--- src/rtl/rv32i_pkg.sv ---
// ---------------------------------------------------------------------------
// rv32i_pkg
// Shared types and constants for the RV32I pipeline writeback path.
//   XLEN       : datapath width
//   wb_sel_e   : writeback source select (2'b11 is reserved and falls back to ALU)
//   F3_*       : load funct3 encodings (size / signedness)
//   mem_wb_t   : contents of the MEM/WB pipeline register
//   wb_state_e : writeback FSM states
// ---------------------------------------------------------------------------
package rv32i_pkg;

   localparam int XLEN = 32;

   typedef enum logic [1:0] {
      WB_ALU  = 2'b00,
      WB_LOAD = 2'b01,
      WB_PC4  = 2'b10
   } wb_sel_e;

   localparam logic [2:0] F3_LB  = 3'b000;
   localparam logic [2:0] F3_LH  = 3'b001;
   localparam logic [2:0] F3_LW  = 3'b010;
   localparam logic [2:0] F3_LBU = 3'b100;
   localparam logic [2:0] F3_LHU = 3'b101;

   // wb_sel is kept as a raw 2-bit field so the reserved code survives capture.
   typedef struct packed {
      logic            valid;
      logic            reg_write;
      logic [4:0]      rd;
      logic [1:0]      wb_sel;
      logic [XLEN-1:0] alu_result;
      logic [XLEN-1:0] pc_plus4;
      logic [2:0]      funct3;
   } mem_wb_t;

   typedef enum logic [1:0] {
      ST_IDLE      = 2'b00,
      ST_ACTIVE    = 2'b01,
      ST_LOAD_WAIT = 2'b10
   } wb_state_e;

endpackage : rv32i_pkg

--- src/rtl/wb_stage_load_align.sv ---
// ---------------------------------------------------------------------------
// load_align
// Combinational load-data extraction: picks the addressed byte or halfword
// out of a word-aligned read and sign/zero-extends it.
//   funct3 : load size/sign encoding
//   off    : low address bits (byte offset within the word)
//   rdata  : word-aligned data from data memory
//   value  : aligned, extended load result
// ---------------------------------------------------------------------------
module load_align
   import rv32i_pkg::*;
#(
   parameter int XLEN = rv32i_pkg::XLEN
) (
   input  logic [2:0]      funct3,
   input  logic [1:0]      off,
   input  logic [XLEN-1:0] rdata,
   output logic [XLEN-1:0] value
);

   logic [7:0]  lane [4];
   logic [7:0]  byte_val;
   logic [15:0] half_val;

   for (genvar gi = 0; gi < 4; gi++) begin : g_lane
      assign lane[gi] = rdata[gi*8 +: 8];
   end

   // Halfwords ignore off[0]; a misaligned halfword just reads its aligned pair.
   assign byte_val = lane[off];
   assign half_val = {lane[{off[1], 1'b1}], lane[{off[1], 1'b0}]};

   always_comb begin
      value = rdata;
      case (funct3)
         F3_LB:   value = {{(XLEN-8){byte_val[7]}}, byte_val};
         F3_LBU:  value = {{(XLEN-8){1'b0}}, byte_val};
         F3_LH:   value = {{(XLEN-16){half_val[15]}}, half_val};
         F3_LHU:  value = {{(XLEN-16){1'b0}}, half_val};
         default: value = rdata;
      endcase
   end

endmodule : load_align

--- src/rtl/wb_stage.sv ---
// ---------------------------------------------------------------------------
// wb_stage
// RV32I writeback stage: MEM/WB pipeline register, load-response wait,
// load alignment, writeback source select and register-file write port.
//   clk, reset_n        : clock (rising edge), async active-low reset
//   mem_*               : instruction presented by the MEM stage
//   dmem_rvalid/rdata   : data-memory load response (word aligned)
//   wb_stall            : MEM/WB register is blocked on a load; upstream holds
//   rf_wn_en/rd_addr/wr_data : register-file write port (zeroed when idle)
//   instret             : 64-bit retired-instruction counter
//   load_timeout_err    : sticky flag, a load waited LOAD_TIMEOUT cycles
// ---------------------------------------------------------------------------
module wb_stage
   import rv32i_pkg::*;
#(
   parameter int XLEN         = rv32i_pkg::XLEN,
   parameter int LOAD_TIMEOUT = 255
) (
   input  logic            clk,
   input  logic            reset_n,
   input  logic            mem_valid,
   input  logic            mem_reg_write,
   input  logic [4:0]      mem_rd_addr,
   input  logic [1:0]      mem_wb_sel,
   input  logic [XLEN-1:0] mem_alu_result,
   input  logic [XLEN-1:0] mem_pc_plus4,
   input  logic [2:0]      mem_funct3,
   input  logic            dmem_rvalid,
   input  logic [XLEN-1:0] dmem_rdata,
   output logic            wb_stall,
   output logic            rf_wn_en,
   output logic [4:0]      rd_addr,
   output logic [XLEN-1:0] wr_data,
   output logic [63:0]     instret,
   output logic            load_timeout_err
);

   localparam logic [7:0] TIMEOUT_CNT = 8'(LOAD_TIMEOUT);

   mem_wb_t         wb_reg;
   wb_state_e       state_reg;
   logic [7:0]      wait_cnt_reg;
   logic [7:0]      wait_cnt_next;
   logic            err_reg;
   logic [63:0]     instret_reg;

   logic            load_held;
   logic            completing;
   logic            write_en;
   logic [XLEN-1:0] load_value;
   logic [XLEN-1:0] result;

   load_align #(.XLEN(XLEN)) u_load_align (
      .funct3 (wb_reg.funct3),
      .off    (wb_reg.alu_result[1:0]),
      .rdata  (dmem_rdata),
      .value  (load_value)
   );

   // state_reg records that a load is held; whether it is still waiting or
   // completes this cycle is decided by dmem_rvalid, so a load that gets its
   // data in the first cycle behaves as ACTIVE without any extra latency.
   assign load_held  = (state_reg == ST_LOAD_WAIT);
   assign wb_stall   = load_held && !dmem_rvalid;
   assign completing = wb_reg.valid && !wb_stall;
   assign write_en   = completing && wb_reg.reg_write && (wb_reg.rd != 5'd0);

   always_comb begin
      result = wb_reg.alu_result;
      case (wb_reg.wb_sel)
         WB_LOAD: result = load_value;
         WB_PC4:  result = wb_reg.pc_plus4;
         default: result = wb_reg.alu_result;
      endcase
   end

   assign rf_wn_en         = write_en;
   assign rd_addr          = write_en ? wb_reg.rd : 5'd0;
   assign wr_data          = write_en ? result : '0;
   assign instret          = instret_reg;
   assign load_timeout_err = err_reg;

   assign wait_cnt_next = (wait_cnt_reg == 8'hFF) ? wait_cnt_reg : wait_cnt_reg + 8'd1;

   always_ff @(posedge clk or negedge reset_n) begin
      if (!reset_n) begin
         wb_reg       <= '0;
         state_reg    <= ST_IDLE;
         wait_cnt_reg <= 8'd0;
         err_reg      <= 1'b0;
         instret_reg  <= 64'd0;
      end else begin
         if (completing) begin
            instret_reg <= instret_reg + 64'd1;
         end

         if (!wb_stall) begin
            wb_reg.valid      <= mem_valid;
            wb_reg.reg_write  <= mem_reg_write;
            wb_reg.rd         <= mem_rd_addr;
            wb_reg.wb_sel     <= mem_wb_sel;
            wb_reg.alu_result <= mem_alu_result;
            wb_reg.pc_plus4   <= mem_pc_plus4;
            wb_reg.funct3     <= mem_funct3;
            wait_cnt_reg      <= 8'd0;
            if (!mem_valid) begin
               state_reg <= ST_IDLE;
            end else if (mem_wb_sel == WB_LOAD) begin
               state_reg <= ST_LOAD_WAIT;
            end else begin
               state_reg <= ST_ACTIVE;
            end
         end else begin
            // Waiting cycle: count it, flag the timeout, but keep waiting.
            state_reg    <= ST_LOAD_WAIT;
            wait_cnt_reg <= wait_cnt_next;
            if (wait_cnt_next >= TIMEOUT_CNT) begin
               err_reg <= 1'b1;
            end
         end
      end
   end

endmodule : wb_stage

--- config.mk ---
export PLATFORM = sky130hd
export DESIGN_NAME = wb_stage
export DESIGN_NICKNAME = d
export VERILOG_FILES = /design/src/rtl/rv32i_pkg.sv /design/src/rtl/wb_stage_load_align.sv /design/src/rtl/wb_stage.sv
export SDC_FILE = /design/constraint.sdc
export NUM_CORES = 1
export LEC_CHECK = 0
export ABC_AREA = 0
export BUFFER_PORTS_ARGS = -buffer_cell sky130_fd_sc_hd__buf_2
export CAP_MARGIN = 10
export CORE_MARGIN = 1.5
export CORE_UTILIZATION = 45
export DETAILED_ROUTE_END_ITERATION = 8
export PLACE_DENSITY = 0.69
export SLEW_MARGIN = 30
export SYNTH_ARGS = -nofsm -noshare
export SYNTH_HDL_FRONTEND = slang
export SYNTH_SLANG_ARGS = --single-unit
--- constraint.sdc ---
create_clock -name clk -period 3.8 [get_ports clk]
set_input_delay 0.38 -clock clk [delete_from_list [all_inputs] [get_ports clk]]
set_output_delay 0.38 -clock clk [all_outputs]
set_load 0.1 [all_outputs]
# --- Word level (Yosys, flattened, before mapping) ---
# Index checks and enable logic that the tools add are counted.
word_totals:
  romBits: 0
  elab_cells: 55
  n_memories: 0
  ram_bits: 0
  out_inout_bits: 104
  regBits: 151
  latch_bits: 0
classes:
  eq_ne: 8
  shifts: 0
  addsub: 2
  mul: 0
  bitwise: 3
  magnitude_cmp: 4
  n_div: 0
  n_mux: 18
  reduce_logical: 9
op_table:
  columns: ["operator", "count"]
  rows:
  - ["$pmux 32 s4", 1]
  - ["$add 64x1->64 const B", 1]
  - ["$mux 8", 8]
  - ["$pmux 32 s2", 1]
  - ["$bmux 8 s2", 3]
  - ["$mux 32", 1]
  - ["$ge 3x3->1 const B", 3]
  - ["$not 2->3", 3]
  - ["$add 8x1->8 const B", 1]
  - ["$eq 8x8->1 const B", 1]
  - ["$ge 8x8->1 const B", 1]
  - ["$eq 3x3->1 const B", 2]
  - ["$mux 2", 3]
  - ["$mux 5", 1]
  - ["$reduce_bool 5->1", 1]
  - ["$eq 2x1->1 const B", 2]
  - ["$eq 2x2->1 const B", 2]
  - ["$logic_and 1x1->1", 4]
  - ["$eq 3x1->1 const B", 1]
  - ["$logic_not 3->1", 1]
  - ["$logic_not 1->1", 2]
  - ["$reduce_and 2->1", 1]

# --- Depth between registers and ports, before layout ---
# Gate-level depths: netlist of run 1.
logic_depth:
  ltp_word: 7
  depth_mapped: 8

# --- Cells and area by module ---
# From an unflattened synthesis of run 1, not the netlist that was laid out.
unflattened:
  hier_cells: 928
  area_unflattened_um2: 7855.0
modules_own_cells:
  columns: ["module", "instances", "area_each_um2", "cells_each", "seq_area_each_um2"]
  rows:
  - ["wb_stage", 1, 7226.9, 819, 3778.6]
  - ["load_align", 1, 628.1, 109, 0.0]

# --- Worst setup path before layout of run 1 ---
# Ideal clock, no wire load.
synth_path:
  path_type: "register to output"
  startpoint: "register state_reg[1]"
  endpoint: "output wr_data[0]"
  required_time_ns: 3.420
  path_buffers: 3
  arrival_time_ns: 3.761
  stages_incl_launch_ff: 9
  slack_ns: -0.341
  path_cell_list: "dfrtp_1 -> or3b_2 -> buf_2 -> and2_1 -> clkbuf_1 -> o211a_1 -> clkbuf_1 -> o21ai_0 -> nor2_1"
synth_via:
  elab_chain_cells: 7
synth_lines:
  columns: ["item", "line_no", "source"]
  rows:
  - ["from (decl)", "wb_stage.sv:41", "wb_state_e state_reg;"]
  - ["from (signal assigned)", "wb_stage.sv:88", "state_reg <= ST_IDLE;"]
  - ["from (signal assigned)", "wb_stage.sv:107", "state_reg <= ST_IDLE;"]
  - ["from (signal assigned)", "wb_stage.sv:109", "state_reg <= ST_LOAD_WAIT;"]
  - ["$eq 2x2->1", "wb_stage.sv:63", "assign load_held = (state_reg == ST_LOAD_WAIT);"]
  - ["$logic_and 1x1->1", "wb_stage.sv:64", "assign wb_stall = load_held && !dmem_rvalid;"]
  - ["$logic_not 1->1", null, null]
  - ["$logic_and 1x1->1", "wb_stage.sv:65", "assign completing = wb_reg.valid && !wb_stall;"]
  - ["$logic_and 1x1->1 (2 in series)", "wb_stage.sv:66", "assign write_en = completing && wb_reg.reg_write && (wb_reg.rd != 5'd0);"]
  - ["via rf_wn_en", "wb_stage.sv:31", "output logic rf_wn_en,"]
  - ["$mux 32", "wb_stage.sv:79", "assign wr_data = write_en ? result : '0;"]
  - ["to (decl)", "wb_stage.sv:33", "output logic [XLEN-1:0] wr_data,"]
# The timed path passes the listed nets, and every way through them passes these cells.

# --- Final worst setup path of run 1 ---
layout_path:
  startpoint: "register wb_reg[36] (netlist name)"
  endpoint: "output wr_data[9]"
layout_via:
  elab_chain_cells: 7
  elab_cells_between_ends: 11
  classes_between: "9 x mux; 2 x bitwise"
layout_lines:
  columns: ["item", "line_no", "source"]
  rows:
  - ["from (decl)", "wb_stage.sv:40", "mem_wb_t wb_reg;"]
  - ["$not 2->3, on equally long branches", "wb_stage_load_align.sv:31, wb_stage_load_align.sv:30", null]
  - ["$bmux 8 s2, on equally long branches", "wb_stage_load_align.sv:31, wb_stage_load_align.sv:30", null]
  - ["$mux 8, on equally long branches (2 in series)", "wb_stage_load_align.sv:31, wb_stage_load_align.sv:30", null]
  - ["$pmux 32 s4 *", "wb_stage_load_align.sv:35", "case (funct3)"]
  - ["$pmux 32 s2 *", "wb_stage.sv:70", "case (wb_reg.wb_sel)"]
  - ["$mux 32 *", "wb_stage.sv:79", null]
# Mark *: on every way between the ends. The rest lies on a longest branch, timed or not. The select of a mux whose other input is x is not followed.

==> run_results.csv, run 1 <==
group,metric,value,unit
placed_design,io_buffers,214,
clock_network,cts_hold_buf,0,
placed_design,dp_hpwl,15800,um
timing,fin_crit_sh,0.927,
grt,grt_pass1_vias,6709,
clock_network,cts_root_buf,"clkbuf_16",
flow_run,cap_violations,0,
routing,first_iter_violations,463,
timing,setup-tns-final,0,ns
timing,slew_headroom,0.418,
grt,antenna_found_initial,2,
clock_network,cts_tree,"done",
timing,maxSlewViolCount,0,
clock_network,clk_latency,0.43,ns
floorplanning,die_x,133,um
synthesis,ys_warn_count,0,
floorplanning,die_y,133,um
cells_and_area,fillerInstances,1546,
clock_network,ctsResizeCount,0,
grt,grt_pass1_wl,35400,um
grt,grtUsageTotal,0.253,
critical_path,cp-end-kind,"output port",
cells_and_area,multiInputGateArea,3610,sq um
clock_network,numCtsBuffers,17,
critical_path,crit_path_max_fanout,20,
floorplanning,core-area,16600,sq um
critical_path,cp-start-kind,"register",
timing,hold_viol_final,0,
cells_and_area,drive_above_1_share,0.263,
critical_path,critPathMaxStageDelay,0.82,ns
clock_network,clk_path_buf_depth,2,
routing,drc,0,
critical_path,slowest_stage,"dfrtp_1",
synthesis,ys.flop_type,"dfrtp_1",
cells_and_area,finish.instance_area,9500,sq um
synthesis,synth_edf_count,0,
clock_network,cts_setup_buffers,0,
synthesis,synth_area_per_cell,8.70,sq um
critical_path,crit_family,"compound AO/OA/AOI/OAI gates",
outcome,status,"finished clean",
synthesis,yosys-top-cells-count,"260 x nand2_1, 151 x dfrtp_1, 66 x o21ai_0",
routing,ant_nets,0,
clock_network,cts-htree-levels,4,
power,powerDensity,471,nW/um^2
critical_path,crit_arrival,3.14,ns
floorplanning,std_cell_rows,47,
critical_path,crit_type,"register to output port",
critical_path,crit_required,3.42,ns
timing,worst_slew_pin_slew,0.861,ns
placed_design,dpl-instance-area,8930,sq um
timing,finalSetupViolations,0,
synthesis,yosysUniqueCellTypes,45,
synthesis,yosysTopAreaCell,"dfrtp_1",
routing,vias,7027,
timing,timing.fmax,284,MHz
floorplanning,io_pins,215,
floorplanning,fp.dieArea,17800,sq um
synthesis,netlist_area,7650,sq um
cells_and_area,largest_reg_flops,76,
routing,avgRoutedWirePerCell,16.6,um
routing,via_per_inst,5.38,
synthesis,yosysTopAreaCellShare,0.494,
synthesis,ys_seq_elements,151,
critical_path,crit_buf_inv,1,
routing,finalWirelength,21700,um
clock_network,clkSlewWorstSetupHoldPaths,0.06,ns
grt,overflow,0,
timing,final.min_clock_period,3.52,ns
power,vdd.ir_drop.worst,0.421,mV
critical_path,worstPathCellList,"mux4_2 > a21oi_1 > a21oi_1 > a21oi_1 > a21oi_1 > buf_2",
cells_and_area,final_nets,1187,
critical_path,rrSetupSlack,1.05,ns
synthesis,async_flop_share,1.00,
synthesis,synth_area_leaders,"dfrtp_1 49%, nand2_1 13%, xnor2_1 4.3%",
clock_network,clkSinkCount,151,
critical_path,crit_top_cell,"a21oi_1",
floorplanning,initial_utilization,0.461,
cells_and_area,regArea,3780,sq um
synthesis,syn-instance-count,879,
synthesis,yosysMostFrequentCell,"nand2_1",
cells_and_area,insertedDiodeCount,0,
grt,grt_max_degree,106,
synthesis,seq_area_frac_synth,0.494,
timing,finClkSkew,0.00959,ns
power,p_leak,4.78,nW
routing,drt_pass1_iterations,5,
placed_design,place.gp.congestion,0.869,
timing,rsz0062_at_grt,"no",
cells_and_area,area_growth,24.2,%
min_path,hold_path.class,"input port to asynchronous set/reset pin",
synthesis,syn-num-nets,994,
==> per-stage QoR <==
step | utilization | cells | hold WS [ns] | worst slack (ns) | total power, W
CTS | 0.573 | 1305 | 0.123 | 0.279 | 0.00451
detailed placement | 0.539 | 1273 | 0.451 | 0.748 | 0.00286
global route | 0.573 | 1305 | 0.146 | 0.0993 | 0.00465
global placement | 0.539 | 1273 | 0.444 | 0.754 | 0.00285
floorplan | - | 879 | 0.0844 | 0.0575 | 0.00257
finish | 0.573 | 1305 | 0.0430 | 0.278 | 0.00448
==> area by class of cell <==
cell class                      instances  share of cell area
Clock buffer                           18              0.0452
Clock inverter                         14              0.0146
Inverter                               17             0.00671
Multi-Input combinational cell        660               0.380
Sequential cell                       151               0.398
Tap cell                              220              0.0290
Timing Repair Buffer                  225               0.127
==> where the power goes <==
group | internal [W] | total, W | switching (W)
combinational | 0.000246 | 0.00104 | 0.000794
clock | 0.000919 | 0.00165 | 0.000726
sequential | 0.00170 | 0.00179 | 0.0000880
==> final timing paths <==
check,cells after the start,start,endpoint
worst max-delay path,6,wb_reg[36],wr_data[9]
worst min-delay path,1,reset_n,instret[15]
worst max register to register,6,state_reg[1],instret[20]
worst min register to register,2,wb_reg[42],wb_reg[42]
max in group asynchronous,2,reset_n,wb_reg[45]
min in group clk,3,mem_alu_result[14],wb_reg[49]
==> per-layer routing <==
layer / up-vias / global-route usage / wire [um]
met3: 37 / 0.0654 / 1600
met5: - / 0 / 19
met1: 3374 / 0.343 / 9430
li1: 3360 / - / -
met4: 4 / 0.0918 / 490
met2: 252 / 0.394 / 10200
==> cell usage in the layout, fill, tap and decap left out, types with 5 or more instances in the layout <==
cell type,netlist,routed
nand2_1,260,260
buf_2,3,210
dfrtp_1,151,151
o21ai_0,66,66
a21oi_1,45,45
nor2_1,46,38
xnor2_1,38,38
xor2_1,29,29
nand3_1,25,25
nor3_1,25,25
a2bb2oi_1,17,17
clkbuf_16,0,17
inv_1,16,15
nand4_1,15,15
a221oi_1,15,15
buf_4,1,11
and3_1,10,10
mux2_2,9,9
and2_1,8,8
nor2_2,0,8
o22ai_1,8,8
nor4_1,6,6
inv_6,0,5
==> logic make-up (layout without fill, tap and decap cells) <==
group	count (synthesis)	after routing	synth area share
DFF	151	151	0.494
AOI/OAI and AO/OA	157	157	0.122
muxes	13	13	0.0201
xor gates and xnor gates	67	67	0.0767
and+or+nand+nor	419	419	0.244
adders and majority gates	4	4	0.00654
buffers and inverters	68	274	0.0373
No activity file was read; power rests on OpenSTA's default activity.
==> run 2, diff against run 1 <==
Settings changed: RECOVER_POWER from default to 100.
==> run_results.csv, run 2 (synthesis gave the netlist of run 1 again) <==
group,metric,value,unit
outcome,status,"finished, violations left",
outcome,violations,"max-capacitance violations, max-slew violations",
clock_network,cts_hold_buf,0,
cells_and_area,finish.instance_area,9310,sq um
power,p_leak,4.45,nW
timing,worst_slew_pin_slew,2.61,ns
routing,via_per_inst,5.38,
routing,drt_pass1_iterations,6,
grt,grt_pass1_wl,35400,um
placed_design,dp_slack,0.748,ns
grt,grt_pass1_vias,6709,
cells_and_area,area_growth,21.7,%
critical_path,cp-start-kind,"register",
floorplanning,io_pins,215,
timing,timing.fmax,280,MHz
timing,finalSetupViolations,0,
critical_path,cp-end-kind,"output port",
clock_network,clkSlewWorstSetupHoldPaths,0.07,ns
routing,first_iter_violations,430,
routing,ant_nets,0,
power,vdd.ir_drop.worst,0.423,mV
floorplanning,fp.dieArea,17800,sq um
flow_run,cap_violations,2,
timing,slew_headroom,-0.743,
critical_path,reg2reg_from,"state_reg[0]",
timing,hold_viol_final,0,
grt,overflow,0,
timing,setup-tns-final,0,ns
placed_design,dpl-instance-area,8930,sq um
floorplanning,die_x,133,um
routing,finalWirelength,21800,um
grt,grt_max_degree,106,
clock_network,cts_setup_buffers,0,
timing,rsz0062_at_grt,"no",
critical_path,r2r_end,"wb_reg[67]",
routing,drc,0,
critical_path,reg2reg_depth,4,
cells_and_area,insertedDiodeCount,0,
grt,grtUsageTotal,0.253,
critical_path,critPathCapture,"wr_data[14]",
floorplanning,std_cell_rows,47,
critical_path,crit_arrival,3.19,ns
placed_design,io_buffers,214,
timing,maxSlewViolCount,106,
clock_network,ctsResizeCount,0,
cells_and_area,layout_commonest_cell,"nand2_1",
cells_and_area,final_nets,1187,
routing,avgRoutedWirePerCell,16.7,um
floorplanning,initial_utilization,0.461,
cells_and_area,layout_common_cells,"260 x nand2_1, 151 x dfrtp_1, 114 x buf_2, 73 x clkbuf_1, 66 x o21ai_0",
clock_network,cts_tree,"done",
clock_network,cts_root_buf,"clkbuf_16",
cells_and_area,drive_above_1_share,0.191,
timing,finClkSkew,0.0106,ns
clock_network,clk_latency,0.43,ns
critical_path,crit_required,3.42,ns
power,powerDensity,479,nW/um^2
timing,fin_ws,0.228,ns
clock_network,numCtsBuffers,17,
placed_design,dp_hpwl,15800,um
clock_network,clkSinkCount,151,
timing,final.min_clock_period,3.57,ns
critical_path,crit_type,"register to output port",
min_path,hold_path.class,"input port to register",
placed_design,place.gp.congestion,0.869,
grt,antenna_found_initial,2,
floorplanning,die_y,133,um
floorplanning,core-area,16600,sq um
cells_and_area,largest_reg_flops,76,
critical_path,startpoint,"wb_reg[36]",
routing,vias,7025,
timing,fin_crit_sh,0.940,
clock_network,clk_path_buf_depth,2,
critical_path,crit_path_max_fanout,20,
clock_network,cts-htree-levels,4,
critical_path,rrSetupSlack,0.60,ns
[run 2: changes by cell type in the layout (fill, tap and decap cells not counted), sizes merged]
cell	before	now
buf	224	120
clkbuf	19	123
[run 2: per-stage QoR]
step	instances	total power, W	util	hold slack, ns
after floorplan	879	0.00257	-	0.0844
after global placement	1273	0.00285	0.539	0.444
after detailed placement	1273	0.00286	0.539	0.451
after CTS	1305	0.00451	0.573	0.123
after global routing	1305	0.00463	0.562	0.146
final	1305	0.00446	0.562	0.141
[run 2: worst max-delay path, stage by stage, from the launching register on]
cell and delay [ns]:
dfrtp_1 0.80, mux4_2 0.58, a21oi_1 0.57, a21oi_1 0.16
a21oi_1 0.19, a21oi_1 0.09, clkbuf_2 0.38
[run 2: worst min-delay path by stage]
stage                          start  depth (start not counted)           to
floorplan                    reset_n                          0   instret[0]
global placement          wb_reg[39]                          2   wb_reg[39]
CTS                          reset_n                          1  instret[29]
finish              mem_pc_plus4[12]                          3   wb_reg[15]
detailed placement        wb_reg[48]                          2   wb_reg[48]
global route        mem_pc_plus4[27]                          3   wb_reg[30]
[run 2: cell type report]
class	count	area, sq um
flip-flops and latches	151	3780
well taps	220	275
multi-input cells	660	3560
inverters	17	63.8
fillers	1601	7270
repair buffers	225	1060
clock inverters	14	139
clock buffers	18	429
[run 2: report_power, final]
| part | internal [W] | total (W) | switching (W) |
|---|---|---|---|
| Combinational | 0.000227 | 0.00102 | 0.000793 |
| Sequential | 0.00170 | 0.00179 | 0.0000893 |
| Clock | 0.000919 | 0.00165 | 0.000729 |
| Total | 0.00285 | 0.00446 | 0.00161 |
[run 2: layer usage]
metal,track usage,part of all wire,vias up
li1,-,-,3360
met1,0.343,0.44,3364
met2,0.394,0.46,255
met3,0.0654,0.076,42
met4,0.0918,0.024,4
met5,0,0.00087,-
